**src/rtl/pwm_cfg_loader_if.sv**
```systemverilog
// Byte-stream and configuration-strobe bundle between a frame source and pwm_cfg_loader.
// The bundle also carries the strobe side that feeds the PWM generator.
interface pwm_cfg_loader_if #(
    parameter int DATA_W = 12
);
    logic [7:0]        byte_in;
    logic              byte_valid;
    logic              byte_ready;
    logic [DATA_W-1:0] cfg_data;
    logic              cfg_sel;
    logic              cfg_wr_en;
    logic              busy;
    logic [1:0]        err_code;

    modport master (
        output byte_in,
        output byte_valid,
        input  byte_ready,
        input  cfg_data,
        input  cfg_sel,
        input  cfg_wr_en,
        input  busy,
        input  err_code
    );

    modport slave (
        input  byte_in,
        input  byte_valid,
        output byte_ready,
        output cfg_data,
        output cfg_sel,
        output cfg_wr_en,
        output busy,
        output err_code
    );
endinterface

```
**src/rtl/pwm_cfg_loader.sv**
```systemverilog
// Byte-serial loader: turns 3-byte frames (command, data-high, data-low) into
// range-checked single-cycle write strobes for the PWM generator.
module pwm_cfg_loader #(
    parameter int          DATA_W   = 12,
    parameter logic [3:0]  MAGIC    = 4'hA,
    parameter int unsigned DUTY_MAX = 100,
    parameter int unsigned TIMEOUT  = 255
) (
    input  logic            clk,
    input  logic            rst,
    pwm_cfg_loader_if.slave bus
);

    typedef enum logic [1:0] {
        IDLE   = 2'd0,
        GET_HI = 2'd1,
        GET_LO = 2'd2,
        COMMIT = 2'd3
    } state_t;

    localparam logic [1:0] ERR_NONE    = 2'd0;
    localparam logic [1:0] ERR_MAGIC   = 2'd1;
    localparam logic [1:0] ERR_RANGE   = 2'd2;
    localparam logic [1:0] ERR_TIMEOUT = 2'd3;

    localparam int               CNT_W    = $clog2(TIMEOUT);
    localparam logic [CNT_W-1:0] CNT_ZERO = {CNT_W{1'b0}};
    localparam logic [CNT_W-1:0] CNT_ONE  = {{(CNT_W-1){1'b0}}, 1'b1};
    localparam logic [CNT_W-1:0] CNT_LAST = CNT_W'(TIMEOUT - 1);
    localparam logic [15:0]      DUTY_LIM = 16'(DUTY_MAX);

    // Payload must fit the data word; duty writes are further capped at DUTY_MAX.
    function automatic logic frame_legal(input logic [15:0] value, input logic sel);
        logic range_ok;
        logic duty_ok;
        range_ok = ((value >> DATA_W) == 16'd0);
        duty_ok  = sel | (value <= DUTY_LIM);
        return range_ok & duty_ok;
    endfunction

    state_t            state_r, state_s;
    logic              sel_r, sel_s;
    logic [7:0]        hi_r, hi_s;
    logic [CNT_W-1:0]  cnt_r, cnt_s;
    logic [DATA_W-1:0] cfg_data_r, cfg_data_s;
    logic              cfg_sel_r, cfg_sel_s;
    logic              wr_en_r, wr_en_s;
    logic [1:0]        err_r, err_s;
    logic              ready_s;
    logic              accept_s;
    logic [15:0]       value_s;

    assign ready_s  = (state_r != COMMIT);
    assign accept_s = bus.byte_valid & ready_s;
    assign value_s  = {hi_r, bus.byte_in};

    assign bus.byte_ready = ready_s;
    assign bus.busy       = (state_r != IDLE);
    assign bus.cfg_data   = cfg_data_r;
    assign bus.cfg_sel    = cfg_sel_r;
    assign bus.cfg_wr_en  = wr_en_r;
    assign bus.err_code   = err_r;

    // Next-state and next-output decode; the strobe is registered so it lands in COMMIT.
    always_comb begin
        state_s    = state_r;
        sel_s      = sel_r;
        hi_s       = hi_r;
        cnt_s      = cnt_r;
        cfg_data_s = cfg_data_r;
        cfg_sel_s  = cfg_sel_r;
        wr_en_s    = 1'b0;
        err_s      = err_r;
        case (state_r)
            IDLE: begin
                if (accept_s) begin
                    if (bus.byte_in[7:4] == MAGIC) begin
                        sel_s   = bus.byte_in[0];
                        err_s   = ERR_NONE;
                        cnt_s   = CNT_ZERO;
                        state_s = GET_HI;
                    end else begin
                        err_s = ERR_MAGIC;
                    end
                end else begin
                    state_s = IDLE;
                end
            end
            GET_HI, GET_LO: begin
                if (accept_s) begin
                    cnt_s = CNT_ZERO;
                    if (state_r == GET_HI) begin
                        hi_s    = bus.byte_in;
                        state_s = GET_LO;
                    end else begin
                        state_s = COMMIT;
                        if (frame_legal(value_s, sel_r)) begin
                            wr_en_s    = 1'b1;
                            cfg_data_s = value_s[DATA_W-1:0];
                            cfg_sel_s  = sel_r;
                        end else begin
                            err_s = ERR_RANGE;
                        end
                    end
                end else if (cnt_r == CNT_LAST) begin
                    // A byte arriving on this same edge is handled above and wins.
                    cnt_s   = CNT_ZERO;
                    err_s   = ERR_TIMEOUT;
                    state_s = IDLE;
                end else begin
                    cnt_s = cnt_r + CNT_ONE;
                end
            end
            COMMIT: begin
                state_s = IDLE;
            end
            default: begin
                state_s = IDLE;
            end
        endcase
    end

    // State and output registers with synchronous reset.
    always_ff @(posedge clk) begin
        if (rst) begin
            state_r    <= IDLE;
            sel_r      <= 1'b0;
            hi_r       <= 8'd0;
            cnt_r      <= CNT_ZERO;
            cfg_data_r <= {DATA_W{1'b0}};
            cfg_sel_r  <= 1'b0;
            wr_en_r    <= 1'b0;
            err_r      <= ERR_NONE;
        end else begin
            state_r    <= state_s;
            sel_r      <= sel_s;
            hi_r       <= hi_s;
            cnt_r      <= cnt_s;
            cfg_data_r <= cfg_data_s;
            cfg_sel_r  <= cfg_sel_s;
            wr_en_r    <= wr_en_s;
            err_r      <= err_s;
        end
    end

endmodule

```
**src/flat_wrapper.sv**
```systemverilog
// flat-port wrapper written by rule: the top's interface ports become plain ports
module pwm_cfg_loader_flat 
#(
    parameter int          DATA_W   = 12,
    parameter logic [3:0]  MAGIC    = 4'hA,
    parameter int unsigned DUTY_MAX = 100,
    parameter int unsigned TIMEOUT  = 255
)
  (clk, rst, bus_byte_in, bus_byte_valid, bus_byte_ready, bus_cfg_data, bus_cfg_sel, bus_cfg_wr_en, bus_busy, bus_err_code);
  pwm_cfg_loader_if #(.DATA_W(DATA_W)) bus_i ();
  input  logic clk;
  input  logic rst;
  input wire logic [$bits(bus_i.byte_in)-1:0] bus_byte_in;
  input wire logic [$bits(bus_i.byte_valid)-1:0] bus_byte_valid;
  output wire logic [$bits(bus_i.byte_ready)-1:0] bus_byte_ready;
  output wire logic [$bits(bus_i.cfg_data)-1:0] bus_cfg_data;
  output wire logic [$bits(bus_i.cfg_sel)-1:0] bus_cfg_sel;
  output wire logic [$bits(bus_i.cfg_wr_en)-1:0] bus_cfg_wr_en;
  output wire logic [$bits(bus_i.busy)-1:0] bus_busy;
  output wire logic [$bits(bus_i.err_code)-1:0] bus_err_code;
  assign bus_i.byte_in = bus_byte_in;
  assign bus_i.byte_valid = bus_byte_valid;
  assign bus_byte_ready = bus_i.byte_ready;
  assign bus_cfg_data = bus_i.cfg_data;
  assign bus_cfg_sel = bus_i.cfg_sel;
  assign bus_cfg_wr_en = bus_i.cfg_wr_en;
  assign bus_busy = bus_i.busy;
  assign bus_err_code = bus_i.err_code;
  pwm_cfg_loader #(.DATA_W(DATA_W), .MAGIC(MAGIC), .DUTY_MAX(DUTY_MAX), .TIMEOUT(TIMEOUT)) u_core (.clk(clk), .rst(rst), .bus(bus_i));
endmodule
```
**config.mk**
```make
export PLATFORM = sky130hd
export DESIGN_NAME = pwm_cfg_loader_flat
export DESIGN_NICKNAME = d
export VERILOG_FILES = /design/src/rtl/pwm_cfg_loader_if.sv /design/src/rtl/pwm_cfg_loader.sv /design/src/flat_wrapper.sv
export SDC_FILE = /design/constraint.sdc
export NUM_CORES = 1
export LEC_CHECK = 0
export BUFFER_PORTS_ARGS = -buffer_cell sky130_fd_sc_hd__buf_2
export CORE_ASPECT_RATIO = 0.7
export CORE_MARGIN = 4
export CORE_UTILIZATION = 40
export CTS_CLUSTER_DIAMETER = 100
export DETAILED_ROUTE_END_ITERATION = 8
export PLACE_DENSITY = 0.67
export SYNTH_ARGS = -nofsm -noshare
export SYNTH_HDL_FRONTEND = slang
export SYNTH_SLANG_ARGS = --single-unit
export TNS_END_PERCENT = 100
```
**constraint.sdc**
```tcl
create_clock -name clk -period 1.85 [get_ports clk]
set_input_delay 0.37 -clock clk [delete_from_list [all_inputs] [get_ports clk]]
set_output_delay 0.37 -clock clk [all_outputs]
set_load 0.05 [all_outputs]
```
==> results.py, run 1 <==
metrics = {
    "outcome": {
        "outcome": "completed",
    },
    "sta": {
        "setup_viol": 0,
        "fin_setup_tns_ns": 0,
        "clock_skew_ns": 0.006138,
        "rsz0062_at_grt": "true",
        "slew-limit-headroom_pct": 62.58,
        "fmax_ghz": 0.5640,
        "min_period_ns": 1.773,
        "maxSlewViolCount": 0,
        "tightest_slew_ns": 0.5580,
        "hold_viol_final": 0,
        "fin_crit_sh_pct": 95.84,
    },
    "cts": {
        "root_buffer": "clkbuf_8",
        "cts_inserted_buffers": 5,
        "cts_htree_levels": 2,
        "cts_sinks": 35,
        "tritoncts": "yes",
        "clkLatencyLatePin_ns": 0.29,
        "path_clk_slew_ns": 0.07,
        "clockBufferDepth": 2,
    },
    "layout": {
        "mostFrequentLayoutCell": "nand2_1",
        "diodes": 0,
        "final_nets": 261,
        "mostFrequentLayoutCells": "nand2_1 (40), dfxtp_1 (33), buf_2 (28)",
        "instances_no_fill": 295,
        "area_growth_pct": 25.74,
        "drive_gt1_share_pct": 24.69,
    },
    "synth": {
        "syn_inst": 197,
        "synth_top_area_share_pct": 42.39,
        "syn_area_um2": 1653,
        "synthFlopType": "dfxtp_1",
        "synth_nets": 215,
        "netlist_top_cells_area": "dfxtp_1 (42%), nand2_1 (9.1%), mux2i_1 (8.5%)",
        "synth_seq_area_share_pct": 42.39,
        "synth_edf_count": 0,
        "yosysWarningCount": 0,
        "yosys.area.top_type": "dfxtp_1",
        "syn_area_per_cell_um2": 8.390,
        "synth_seq_cells": 35,
        "ys_types": 36,
        "ys_async_sr_fraction_pct": 0,
    },
    "power": {
        "power_leakage_nw": 0.8097,
        "power_density_nw_per_um2": 755.7,
        "vdd_drop_max_v": 0.0004619,
    },
    "die": {
        "die_x_um": 84.83,
        "start_util_pct": 41.88,
        "die_area_um2": 5241,
        "io_pins": 29,
        "rows": 19,
        "die_height_um": 61.78,
        "core_area_um2": 3946,
    },
    "drt": {
        "wl_per_cell_um": 13.24,
        "routed_wl_mm": 3.907,
        "dr.pass1.iters": 4,
        "drtIter0Drc": 114,
        "via_per_inst": 5.119,
        "num_vias": 1510,
        "drc": 0,
        "final_antenna_net_count": 0,
    },
    "global_routing": {
        "track_usage_pct": 15.48,
        "gr-total-overflow": 0,
        "grt_max_degree": 27,
        "antenna_found_initial": 0,
        "grt_pass1_wl_mm": 6.334,
        "grt_pass1_vias": 1330,
    },
    "place": {
        "dp_hpwl_mm": 2.990,
        "dpl.cell_count": 288,
        "gp_congestion": 0.8235,
        "portBuffers": 28,
    },
    "hold_path": {
        "hold_path_class": "in -> reg",
        "min_path_cells": 3,
    },
    "setup_path": {
        "crit_buf_inv": 2,
        "crit_cells": 6,
        "cp_top_family": "simple AND/OR/NAND/NOR gates",
        "slowest_delay_ns": 0.53,
        "timing_worst_setup_path_type": "reg -> reg",
        "reg2regPathDepth": 6,
        "startpoint_type": "register",
        "cp_slowest_cell": "or4_1",
        "worstPathArrival_ns": 2.00,
        "worstPathRequired_ns": 2.08,
        "crit_chain": "inv_1 > ha_1 > buf_4 > a211o_1 > or4_1 > a21oi_2",
        "end_kind": "register",
        "cp_max_fo": 5,
    },
    "job": {
        "cap_viol_max_count": 0,
    },
}
worst register-to-register path: stages (launching register included):
cell and delay [ns]:
dfxtp_2 0.32, inv_1 0.06, ha_1 0.20, buf_4 0.15, a211o_1 0.31, or4_1 0.53
a21oi_2 0.15
registers in the layout (all words and copies together), names as in the netlist:
register,cells
u_core.bus.err_code,2
u_core.cnt_r,8
u_core.state_r,2
u_core.bus.cfg_data,12
u_core.bus.cfg_wr_en,1
u_core.bus.cfg_sel,1
u_core.hi_r,8
u_core.sel_r,1
cell usage after synthesis, types with 3 or more instances:
cell	n
mux2i_1	14
clkbuf_1	6
nor4_1	3
nand2_1	40
a21oi_1	18
nor2_1	4
inv_1	8
nor3_1	3
a211oi_1	4
dfxtp_1	35
ha_1	7
o21ai_0	10
nand3_1	14
or3_1	5
worst paths after layout:
check	from	end	slack, ns
worst max-delay path	u_core.state_r[0]	u_core.cnt_r[5]	0.08
worst min-delay path	bus_byte_in[1]	u_core.bus.cfg_data[1]	0.35
worst max register to register	u_core.state_r[0]	u_core.cnt_r[5]	0.08
worst min register to register	u_core.bus.cfg_data[10]	u_core.bus.cfg_data[10]	0.45
what timing repair did:
| action | CTS | global route |
|---|---|---|
| gates resized for setup | 0 | 8 |
| hold buffers | 0 | 0 |
| endpoints found under the setup margin | 0 | 16 |
| setup buffers | 0 | 0 |
report_power, final:
part,internal [mW],switching [mW]
Clock,0.292,0.265
Combinational,0.0864,0.140
Sequential,0.772,0.0156
Total,1.15,0.421
routing by layer:
| metal | vias to the layer above | global-route usage (%) | share of wire [%] |
|---|---|---|---|
| met3 | 2 | 4.348 | 6.0 |
| met2 | 35 | 20.29 | 41 |
| met5 | - | 0 | 0 |
| met1 | 687 | 23.17 | 53 |
| li1 | 786 | - | - |
| met4 | 0 | 6.772 | 0.49 |
cell families after synthesis:
kind of cell             count (synthesis)  share of synthesized area, %
multiplexers                            14                         8.478
buffers and inverters                   16                         3.936
XOR/XNOR                                 1                        0.5300
adder cells (fa/ha/maj)                  7                         5.299
AND/OR/NAND/NOR                         84                         25.21
flip-flops                              35                         42.39
AO/OA/AOI/OAI                           40                         14.16
stage by stage:
step / setup slack (ns) / power, mW / util (%) / cell area [µm²] / hold slack [ns]
floorplan: 0.04634 / 0.9361 / - / 1653 / 0.4305
CTS: 0.04044 / 1.586 / 52.03 / 2053 / 0.3433
detailed placement: 0.02758 / 1.025 / 49.81 / 1966 / 0.4460
global route: -0.01313 / 1.643 / 52.66 / 2078 / 0.3367
finish: 0.07702 / 1.571 / 52.66 / 2078 / 0.3545
global placement: 0.04142 / 1.023 / 49.81 / 1966 / 0.4406
final cells by class:
type                       count  area, µm²
fill                         397       1868
multi-input combinational    146      902.1
sequential                    35      703.2
timing repair buffer          47      290.3
clock buffer                   6      82.58
tap                           52      65.06
inverter                       8      30.03
clock inverter                 1      5.005
(Power assumes the default switching activity.)
==> inputs of run 2 (changes only) <==
--- a/config.mk
+++ b/config.mk
@@ -5,13 +5,14 @@
 export SDC_FILE = /design/constraint.sdc
 export NUM_CORES = 1
 export LEC_CHECK = 0
+export ABC_CLOCK_PERIOD_IN_PS = 2000
 export BUFFER_PORTS_ARGS = -buffer_cell sky130_fd_sc_hd__buf_2
 export CORE_ASPECT_RATIO = 0.7
 export CORE_MARGIN = 4
 export CORE_UTILIZATION = 40
 export CTS_CLUSTER_DIAMETER = 100
 export DETAILED_ROUTE_END_ITERATION = 8
-export PLACE_DENSITY = 0.67
+export PLACE_DENSITY = 0.64
 export SYNTH_ARGS = -nofsm -noshare
 export SYNTH_HDL_FRONTEND = slang
 export SYNTH_SLANG_ARGS = --single-unit
==> constraint.sdc (replaced) <==
create_clock -name clk -period 2 [get_ports clk]
set_input_delay 0.4 -clock clk [delete_from_list [all_inputs] [get_ports clk]]
set_output_delay 0.4 -clock clk [all_outputs]
set_load 0.05 [all_outputs]
==> run 2 against run 1 <==
Global-route usage fell by 0.11 points; critical path depth rose by 1; flip-flop and latch count did not move; hold slack improved by 0.038 ns; count of clock-buffer cells in the layout did not move; critical endpoint is now u_core.cnt_r[4]; core utilization fell by 1.6 points; cell count fell by 3.7%; register-to-register slack improved by 0.04 ns.
==> results.py, run 2 (synthesis gave the netlist of run 1 again) <==
metrics = {
    "die": {
        "start_util_pct": 41.88,
        "die_area_um2": 5241,
        "io_pins": 29,
        "rows": 19,
        "die_height_um": 61.78,
        "core_area_um2": 3946,
        "die_x_um": 84.83,
    },
    "cts": {
        "path_clk_slew_ns": 0.07,
        "ctsHoldBuffers": 0,
        "post-cts-setup-buffers": 0,
        "cts_htree_levels": 2,
        "ctsResizeCount": 0,
        "clockBufferDepth": 2,
        "clkLatencyLatePin_ns": 0.29,
        "tritoncts": "yes",
        "cts_sinks": 35,
        "cts_inserted_buffers": 5,
        "root_buffer": "clkbuf_8",
    },
    "job": {
        "cap_viol_max_count": 0,
    },
    "power": {
        "p_sw_uw": 390.5,
        "power_leakage_nw": 0.7671,
        "combPwrFrac_pct": 12.1,
        "total_power_mw": 1.573,
        "pwr-share-seq_pct": 46.5,
        "p_sw_share_pct": 24.82,
        "pwr-share-clk_pct": 41.5,
        "vdd_drop_max_v": 0.0005275,
        "power_density_nw_per_um2": 781.1,
        "intPower_mw": 1.183,
    },
    "setup_path": {
        "end_kind": "register",
        "worstPathRequired_ns": 2.22,
        "cp_max_fo": 9,
        "startpoint_type": "register",
        "timing_worst_setup_path_type": "reg -> reg",
        "worstPathArrival_ns": 2.10,
        "crit_start": "u_core.state_r[1]",
        "r2r-start": "u_core.state_r[1]",
    },
    "sta": {
        "maxSlewViolCount": 0,
        "min_period_ns": 1.882,
        "rsz0062_at_grt": "false",
        "slew-limit-headroom_pct": 68.35,
        "tightest_slew_ns": 0.4719,
        "hold_viol_final": 0,
        "fmax_ghz": 0.5313,
        "fin_setup_tns_ns": 0,
        "fin_crit_sh_pct": 94.11,
        "clock_skew_ns": 0.006837,
        "setup_viol": 0,
    },
    "drt": {
        "met2_wirelength_mm": 1.450,
        "via_per_inst": 5.215,
        "wl_per_cell_um": 13.54,
        "routed_wl_mm": 3.846,
        "wl_met3_um": 284,
        "final_antenna_net_count": 0,
        "dr.pass1.iters": 4,
        "topRoutingLayerUsed": "met4",
        "drtIter0Drc": 98,
        "met1Wirelength_mm": 2.089,
        "num_vias": 1481,
        "drc": 0,
    },
    "global_routing": {
        "grt_pass1_wl_mm": 6.292,
        "gr-total-overflow": 0,
        "grt_pass1_vias": 1278,
        "track_usage_pct": 15.37,
        "grt_max_degree": 27,
        "antenna_found_initial": 0,
    },
    "place": {
        "portBuffers": 28,
        "dp_hpwl_mm": 2.796,
        "gp_congestion": 0.7941,
    },
    "layout": {
        "diodes": 0,
        "largest_register_ffs": 12,
        "mostFrequentLayoutCell": "nand2_1",
        "mostFrequentLayoutCells": "nand2_1 (40), dfxtp_1 (34), buf_2 (28)",
        "area_growth_pct": 21.88,
        "drive_gt1_share_pct": 20.26,
        "final_nets": 249,
    },
    "outcome": {
        "outcome": "completed",
    },
    "hold_path": {
        "hold_path_class": "in -> reg",
        "hold_path.startpoint": "bus_byte_in[1]",
    },
}
## run 2: cell count changes in the layout (fill, tap and decap cells not counted), sizes merged
cell | before | now
buf | 47 | 35
bufinv | 0 | 1
## run 2: critical path, stage by stage (launching register included)
cell and delay [ns]:
dfxtp_1 0.37, inv_1 0.10, ha_2 0.21, nor2b_1 0.16, a211o_1 0.32, buf_4 0.18, or3_1 0.34, a21oi_1 0.14
## run 2: path summary, 6_finish.rpt
check | to | slack, ns | cells past startpoint
worst max-delay path | u_core.cnt_r[4] | 0.12 | 7
worst min-delay path | u_core.bus.cfg_data[1] | 0.39 | 3
worst max register to register | u_core.cnt_r[4] | 0.12 | 7
worst min register to register | u_core.bus.cfg_data[3] | 0.46 | 2
## run 2: power by group through the flow
| stage | Sequential (mW) | Combinational [mW] | Clock [mW] |
|---|---|---|---|
| after floorplan | 0.761 | 0.105 | 0 |
| after global placement | 0.745 | 0.185 | 0 |
| after detailed placement | 0.745 | 0.184 | 0 |
| after CTS | 0.730 | 0.186 | 0.664 |
| after global routing | 0.733 | 0.212 | 0.699 |
| final | 0.731 | 0.190 | 0.652 |
## run 2: final cells by class
| cell class | count | area (µm²) |
|---|---|---|
| clock buffer | 6 | 82.58 |
| clock inverter | 2 | 35.03 |
| fill | 383 | 1932 |
| inverter | 8 | 30.03 |
| multi-input combinational | 146 | 894.6 |
| sequential | 35 | 701.9 |
| tap | 52 | 65.06 |
| timing repair buffer | 35 | 205.2 |
## run 2: routing by layer
metal	vias to the layer above	global-route usage [%]
met5	-	0
met2	42	19.06
met3	2	4.743
li1	760	-
met4	0	6.095
met1	677	23.80
## run 2: metrics by stage
step / hold WS [ns] / std cells / utilization, % / instance area [µm²] / worst slack [ns]
6_report: 0.3930 / 284 / 51.05 / 2014 / 0.1178
5_1_grt: 0.3885 / 284 / 51.05 / 2014 / 0.009388
4_1_cts: 0.3873 / 284 / 50.82 / 2006 / 0.04499
3_5_place_dp: 0.4483 / 276 / 47.84 / 1888 / 0.08387
3_3_place_gp: 0.4418 / 276 / 47.84 / 1888 / 0.1255
2_1_floorplan: 0.4305 / 197 / - / 1653 / 0.1963
